## config.mk

```make
export PLATFORM = sky130hd
export DESIGN_NAME = otter_lsu
export DESIGN_NICKNAME = d
export VERILOG_FILES = /design/src/rtl/otter_lsu.sv
export SDC_FILE = /design/constraint.sdc
export NUM_CORES = 1
export LEC_CHECK = 0
export ABC_CLOCK_PERIOD_IN_PS = 1490
export CORE_MARGIN = 1.5
export CORE_UTILIZATION = 41
export CTS_BUF_LIST = sky130_fd_sc_hd__clkbuf_8 sky130_fd_sc_hd__clkbuf_16
export CTS_CLUSTER_SIZE = 40
export DETAILED_ROUTE_END_ITERATION = 6
export PLACE_DENSITY_LB_ADDON = 0.25
export SLEW_MARGIN = 20
export SYNTH_ARGS = -nofsm -noshare
export SYNTH_HDL_FRONTEND = slang
export SYNTH_SLANG_ARGS = --single-unit
```

## constraint.sdc

```tcl
create_clock -name CLK -period 1.49 [get_ports CLK]
set_input_delay 0.2235 -clock CLK [delete_from_list [all_inputs] [get_ports CLK]]
set_output_delay 0.2235 -clock CLK [all_outputs]
set_load 0.01 [all_outputs]
```

## src/rtl/otter_lsu.sv

```systemverilog
// otter_lsu: byte/half/word load-store unit driving the word-wide data memory port
module otter_lsu (
    input  logic        CLK,
    input  logic        RST,
    input  logic        LSU_REQ,
    input  logic        LSU_WE,
    input  logic [1:0]  LSU_SIZE,
    input  logic        LSU_SIGN,
    input  logic [31:0] LSU_ADDR,
    input  logic [31:0] LSU_WDATA,
    output logic        LSU_READY,
    output logic        LSU_DONE,
    output logic        LSU_ERR,
    output logic [31:0] LSU_RDATA,
    output logic        MEM_RDEN2,
    output logic        MEM_WE2,
    output logic [31:0] MEM_ADDR2,
    output logic [31:0] MEM_DIN2,
    input  logic [31:0] MEM_DOUT2
);
    typedef enum logic [2:0] {IDLE, RD, RMW_RD, WR, RESP} state_t;

    state_t      state, next;
    logic [1:0]  size;
    logic        sign;
    logic [31:0] addr, wdata, merge;
    logic        err;
    logic        misaligned;
    logic [4:0]  shift;
    logic [15:0] lane;
    logic [31:0] mask, load_val, merged;

    assign misaligned = (LSU_SIZE == 2'b01 && LSU_ADDR[0]) ||
                        (LSU_SIZE == 2'b10 && LSU_ADDR[1:0] != 2'b00) ||
                        LSU_SIZE == 2'b11;
    assign shift    = {addr[1:0], 3'b000};
    assign lane     = 16'(MEM_DOUT2 >> shift);
    assign load_val = size == 2'b00 ? {{24{sign & lane[7]}}, lane[7:0]} :
                      size == 2'b01 ? {{16{sign & lane[15]}}, lane} : MEM_DOUT2;
    assign mask     = (size == 2'b00 ? 32'h0000_00FF : 32'h0000_FFFF) << shift;
    assign merged   = (MEM_DOUT2 & ~mask) | ((wdata << shift) & mask);

    // state register
    always_ff @(posedge CLK) begin
        if (RST) state <= IDLE;
        else     state <= next;
    end

    // next-state and memory/handshake outputs
    always_comb begin
        next      = state;
        LSU_READY = state == IDLE;
        LSU_DONE  = state == RESP;
        LSU_ERR   = state == RESP && err;
        MEM_RDEN2 = state == RD || state == RMW_RD;
        MEM_WE2   = state == WR && !RST;
        MEM_ADDR2 = (state == RD || state == RMW_RD || state == WR) ? {addr[31:2], 2'b00} : 32'h0;
        MEM_DIN2  = state == WR ? merge : 32'h0;
        case (state)
            IDLE:    if (LSU_REQ) next = misaligned ? RESP : !LSU_WE ? RD :
                                         LSU_SIZE == 2'b10 ? WR : RMW_RD;
            RD:      next = RESP;
            RMW_RD:  next = WR;
            WR:      next = RESP;
            RESP:    next = IDLE;
            default: next = IDLE;
        endcase
    end

    // request capture, load result and store merge word
    always_ff @(posedge CLK) begin
        if (RST) begin
            size      <= 2'b00;
            sign      <= 1'b0;
            addr      <= 32'h0;
            wdata     <= 32'h0;
            merge     <= 32'h0;
            err       <= 1'b0;
            LSU_RDATA <= 32'h0;
        end else begin
            if (state == IDLE && LSU_REQ) begin
                size  <= LSU_SIZE;
                sign  <= LSU_SIGN;
                addr  <= LSU_ADDR;
                wdata <= LSU_WDATA;
                merge <= LSU_WDATA;
                err   <= misaligned;
            end
            if (state == RD)     LSU_RDATA <= load_val;
            if (state == RMW_RD) merge     <= merged;
        end
    end
endmodule

```

==> results of run 1 <==
## cell usage after synthesis, drive strengths merged (2+ instances only)
master,n
nand2,168
dfxtp,119
and2,70
a21oi,69
nor2,48
buf,38
a211oi,33
clkbuf,31
mux2i,19
a21boi,17
a311oi,17
o22ai,10
a21o,9
nor2b,9
a221oi,8
o221ai,8
a2bb2oi,7
o32ai,7
and2b,5
inv,5
nand2b,5
o21ai,5
a22oi,4
nor3,4
o2bb2ai,4
a221o,3
a31oi,2
nor3b,2
nor4b,2
o31ai,2
## cell usage in the layout, fill, tap and decap left out, drive strengths merged, types with 17 or more instances in the layout
cell	count
a211oi	33
a21boi	17
a21oi	69
a311oi	17
and2	70
buf	198
clkbuf	28
clkdlybuf4s50	101
dfxtp	119
dlymetal6s2s	32
mux2i	19
nand2	168
nor2	48
## repair_timing
item,4_1_cts,5_1_grt
buffers inserted,23,14
setup endpoints to repair,189,215
cloned,5,13
resized for setup,324,318
pin swaps,16,76
hold buffers,0,0
## report_power, final
part / total [uW] / switching (uW) / leakage, uW / internal (uW)
Clock: 4370 / 1480 / 0.000316 / 2890
Combinational: 2910 / 1410 / 0.00356 / 1490
Sequential: 3650 / 194 / 0.000979 / 3450
Total: 10900 / 3090 / 0.00486 / 7840
## per-stage QoR
| step | setup TNS, ns | setup slack [ns] | std cells |
|---|---|---|---|
| after detailed placement | -35.20 | -0.355 | 1156 |
| after global placement | -30.74 | -0.310 | 1156 |
| after CTS | -26.71 | -0.364 | 1198 |
| after global routing | -52.33 | -0.421 | 1222 |
| final | -40.07 | -0.341 | 1222 |
| after floorplan | -0.590 | -0.0469 | 741 |
## path summary, 6_finish.rpt
path            start      endpoint  slack (ns)  cells past startpoint
min               RST      addr[13]        0.07                      2
max          state[1]  MEM_DIN2[31]       -0.34                      6
min reg2reg  addr[21]      addr[21]        0.45                      2
max reg2reg  state[1]      merge[8]       -0.33                      9
## flip-flops by register name, indices dropped and copies added (netlist names)
name	count
LSU_RDATA	32
addr	32
merge	32
wdata	16
state	3
size	2
err	1
sign	1
## per-layer routing
layer  vias up  track usage  share of wire
met1      3267        0.336           0.39
met2       329        0.453           0.48
met4         2        0.110          0.041
met3        84       0.0752          0.080
met5         -            0        0.00053
li1       3164            -              -
## cell families (layout without fill, tap and decap cells)
kind of cell              after synthesis  in the layout
buffers and inverters                  74            375
xor gates and xnor gates                1              1
DFF                                   119            119
other                                   1              2
muxes                                  20             20
and+or+nand+nor                       318            318
AOI/OAI and AO/OA                     207            207
## layout make-up
| class | count | area, um2 |
|---|---|---|
| repair buffers | 339 | 3650 |
| fillers | 827 | 3020 |
| clock inverters | 11 | 154 |
| multi-input cells | 548 | 4100 |
| inverters | 5 | 21.3 |
| clock buffers | 20 | 467 |
| well taps | 180 | 225 |
| flip-flops and latches | 119 | 2400 |
==> flow_metrics.tcl, run 1 <==
set metrics [dict create \
    status "complete, but fails checks" \
    violations "negative setup slack" \
    yosysTopAreaCell "dfxtp_1" \
    clk_latency_ns 0.43 \
    grt_pass1_vias 6186 \
    drtPass1Iterations 6 \
    critPathCaptureType "primary output" \
    cts_tree "yes" \
    dp.final_hpwl_um 14300 \
    track_usage 0.274 \
    drive_above_1_share 0.418 \
    synthDominantCellAreaShare 0.400 \
    initial_utilization 0.424 \
    gp_congestion 0.874 \
    antenna_found_initial 1 \
    finalWirelength_um 24500 \
    grt_overflow 0 \
    row_count 43 \
    slowest_stage "dfxtp_4" \
    cap_violations 0 \
    synth_compound_area_frac 0.247 \
    skew_ns 0.00549 \
    slew_violations 0 \
    ant_nets 0 \
    die_w_um 124 \
    io_pins 204 \
    worst-path-buf-inv 4 \
    min_period_ns 1.83 \
    holdWs_ns 0.0679 \
    p_leak_uw 0.00486 \
    arrival_ns 1.61 \
    cts_buffers 17 \
    drc 0 \
    muxShareOfSynthArea 0.0359 \
    crit_type "register to primary output" \
    vias 6846 \
    critPathTopFamily "buffers and inverters" \
    synth_area_leaders "dfxtp_1 (40%), nand2_1 (11%), and2_1 (7.4%)" \
    synth_enable_flop_cells 0 \
    htreeDepth 4 \
    synth_area_um2 5960 \
    tightest_slew_ns 0.573 \
    synthCells 740 \
    hp-class "input port to register" \
    final-hold-violation-count 0 \
    cpPeakStageDelay_ns 0.38 \
    drt_iter0_markers 542 \
    grt_pass1_wl_um 31900 \
    finalNetCount 1133 \
    crit_top_cell "buf_6" \
    fmax_ghz 0.546 \
    cp.required_ns 1.27 \
    ys_warn_count 0 \
    ys_types 51 \
    yosysSeqAreaShare 0.400 \
    area_growth_syn_to_layout_pct 85.0 \
    synthFlopType "dfxtp_1" \
    cts_sinks 119 \
    fp.dieH_um 124 \
    power_density_nw_per_um2 992 \
    placedInstanceArea_um2 8810 \
    diodes 0 \
    critPathLaunchType "register" \
    core-area_um2 14000 \
    cp_cell_sequence "inv_4, nor3b_4, buf_6, buf_6, and2_4, buf_6" \
    finalCritPeriodShare 1.23 \
    cp_max_fo 5 \
    cts_root_buf "clkbuf_16" \
    synth-simple-area-share 0.252 \
    final_core_utilization 0.785 \
    final_area_um2 11000 \
    maxSlewHeadroom 0.618 \
    path_clk_slew_ns 0.06 \
    port_buffers 201 \
    synth_area_per_cell_um2 8.05 \
    synth_fa_ha_area_frac 0 \
    clockBufferDepth 2 \
    worst_slack_ns -0.341 \
    grt_max_degree 98 \
    routed_via_density 5.60 \
    p_total_uw 10900 \
    ir_drop_uv 866 \
    synth_seq_cells 119 \
    synth_top_family_by_area "simple AND/OR/NAND/NOR gates" \
    synthArstFlopShare 0 \
    synth_xor_area_frac 0.00147 \
    rsz0062_at_grt "yes" \
    dieArea_um2 15300 \
    setup_viol 168 \
    wl_per_cell_um 20.1 \
]
(Power assumes the default switching activity.)
==> run 2: changes to the inputs <==
Settings changed: CTS_BUF_LIST sky130_fd_sc_hd__clkbuf_8 sky130_fd_sc_hd__clkbuf_16 to not set.
==> run 2 against run 1 <==
Design area unchanged. Combinational power about the same. Hold slack worse by 0.0020 ns. Final cell count unchanged. The flow still finishes with violations (negative setup slack). Routed wire length up 0.18%. Utilization unchanged. Maximum frequency about the same. Largest cell class unchanged. Register-to-register slack about the same.
==> flow_metrics.tcl, run 2 (same netlist as run 1, synthesis figures left out) <==
set metrics [dict create \
    status "complete, but fails checks" \
    violations "negative setup slack" \
    htreeDepth 4 \
    final_common_cell "nand2_1" \
    crit_type "register to primary output" \
    final_core_utilization 0.785 \
    top_regs "LSU_RDATA: 32 flops, addr: 32 flops, merge: 32 flops" \
    wl_per_cell_um 20.1 \
    diodes 0 \
    pre_cts_slack_ns -0.355 \
    clock_power_share 0.400 \
    grt_pass1_wl_um 31900 \
    fin_setup_tns_ns -40.40 \
    hp-class "input port to register" \
    cts_root_buf "clkbuf_16" \
    die_w_um 124 \
    drive_above_1_share 0.418 \
    fmax_ghz 0.546 \
    min_period_ns 1.83 \
    core-area_um2 14000 \
    cp_max_fo 5 \
    cts_tree "yes" \
    io_pins 204 \
    p_switching_uw 3090 \
    drt_iter0_markers 572 \
    ir_drop_uv 865 \
    cap_violations 0 \
    finalCritPeriodShare 1.23 \
    clockBufferDepth 2 \
    holdWs_ns 0.0660 \
    clk_latency_ns 0.43 \
    finalNetCount 1133 \
    gp_congestion 0.874 \
    drc 0 \
    grt_pass1_vias 6186 \
    layout_common_cells "nand2_1 (144), dfxtp_1 (113), clkdlybuf4s50_1 (101)" \
    power_density_nw_per_um2 992 \
    multi_input_area_um2 4100 \
    track_usage 0.274 \
    skew_ns 0.00709 \
    hold_depth 2 \
    switching_share 0.282 \
    maxSlewHeadroom 0.620 \
    p_int_uw 7850 \
    critPathCaptureType "primary output" \
    finalWirelength_um 24600 \
    pwr-share-seq 0.333 \
    worst_slack_ns -0.343 \
    port_buffers 201 \
    grt_max_degree 98 \
    slew_violations 0 \
    register_area_um2 2400 \
    grt_overflow 0 \
    tightest_slew_ns 0.571 \
    initial_utilization 0.424 \
    row_count 43 \
    dp.final_hpwl_um 14300 \
    p_leak_uw 0.00485 \
    rsz0062_at_grt "yes" \
    dieArea_um2 15300 \
    fp.dieH_um 124 \
    routed_via_density 5.60 \
    drtPass1Iterations 6 \
    cp.required_ns 1.27 \
    critPathLaunchType "register" \
    final-hold-violation-count 0 \
    cts_buffers 17 \
    path_clk_slew_ns 0.06 \
    area_growth_syn_to_layout_pct 85.0 \
    p_total_uw 10900 \
    ant_nets 0 \
    ff2ff_path_depth 9 \
    antenna_found_initial 1 \
    setup_viol 168 \
    fillCellCount 827 \
    vias 6846 \
    p_comb_frac 0.266 \
    postCtsHoldBufs 0 \
    cts_sinks 119 \
    arrival_ns 1.61 \
]
[run 2: final cells by class]
class                           instances  share of cell area
Multi-Input combinational cell        548               0.372
Inverter                                5             0.00193
Clock inverter                         10              0.0136
Tap cell                              180              0.0204
Timing Repair Buffer                  339               0.332
Sequential cell                       119               0.218
Clock buffer                           21              0.0427
[run 2: worst max-delay path: stages, from the launching register on]
cell	delay, ns
dfxtp_4	0.38
inv_4	0.04
nor3b_4	0.21
buf_6	0.16
buf_6	0.13
and2_4	0.16
buf_6	0.10
[run 2: metrics by stage]
stage | std cells | area [um2]
final | 1222 | 11000
after global routing | 1222 | 11000
after CTS | 1198 | 9400
after detailed placement | 1156 | 8810
after global placement | 1156 | 8810
after floorplan | 741 | 6040
[run 2: timing repair]
action,in CTS,in global routing
pin swaps,16,76
endpoints found under the hold margin,0,0
cloned,5,13
setup endpoints to repair,189,215
gates resized for setup,324,318
buffers inserted,23,14
[run 2: layer usage]
layer,track usage,vias up,routed length (um)
li1,-,3164,-
met1,0.336,3273,9650
met3,0.0752,80,2010
met2,0.453,327,11900
met5,0,-,13
met4,0.110,2,993
[run 2: path summary, 6_finish.rpt]
kind         startpoint            to  slack, ns
max            state[1]  MEM_DIN2[31]      -0.34
min                 RST      addr[13]       0.07
max reg2reg    state[1]      merge[8]      -0.34
min reg2reg    addr[21]      addr[21]       0.45
[run 2: power by group through the flow]
stage / registers (uW) / clock network [uW] / logic, uW
2_1_floorplan: 3650 / 0 / 1080
3_3_place_gp: 3680 / 0 / 2090
3_5_place_dp: 3680 / 0 / 2120
4_1_cts: 3620 / 4390 / 2210
5_1_grt: 3670 / 4540 / 3070
6_report: 3650 / 4380 / 2910
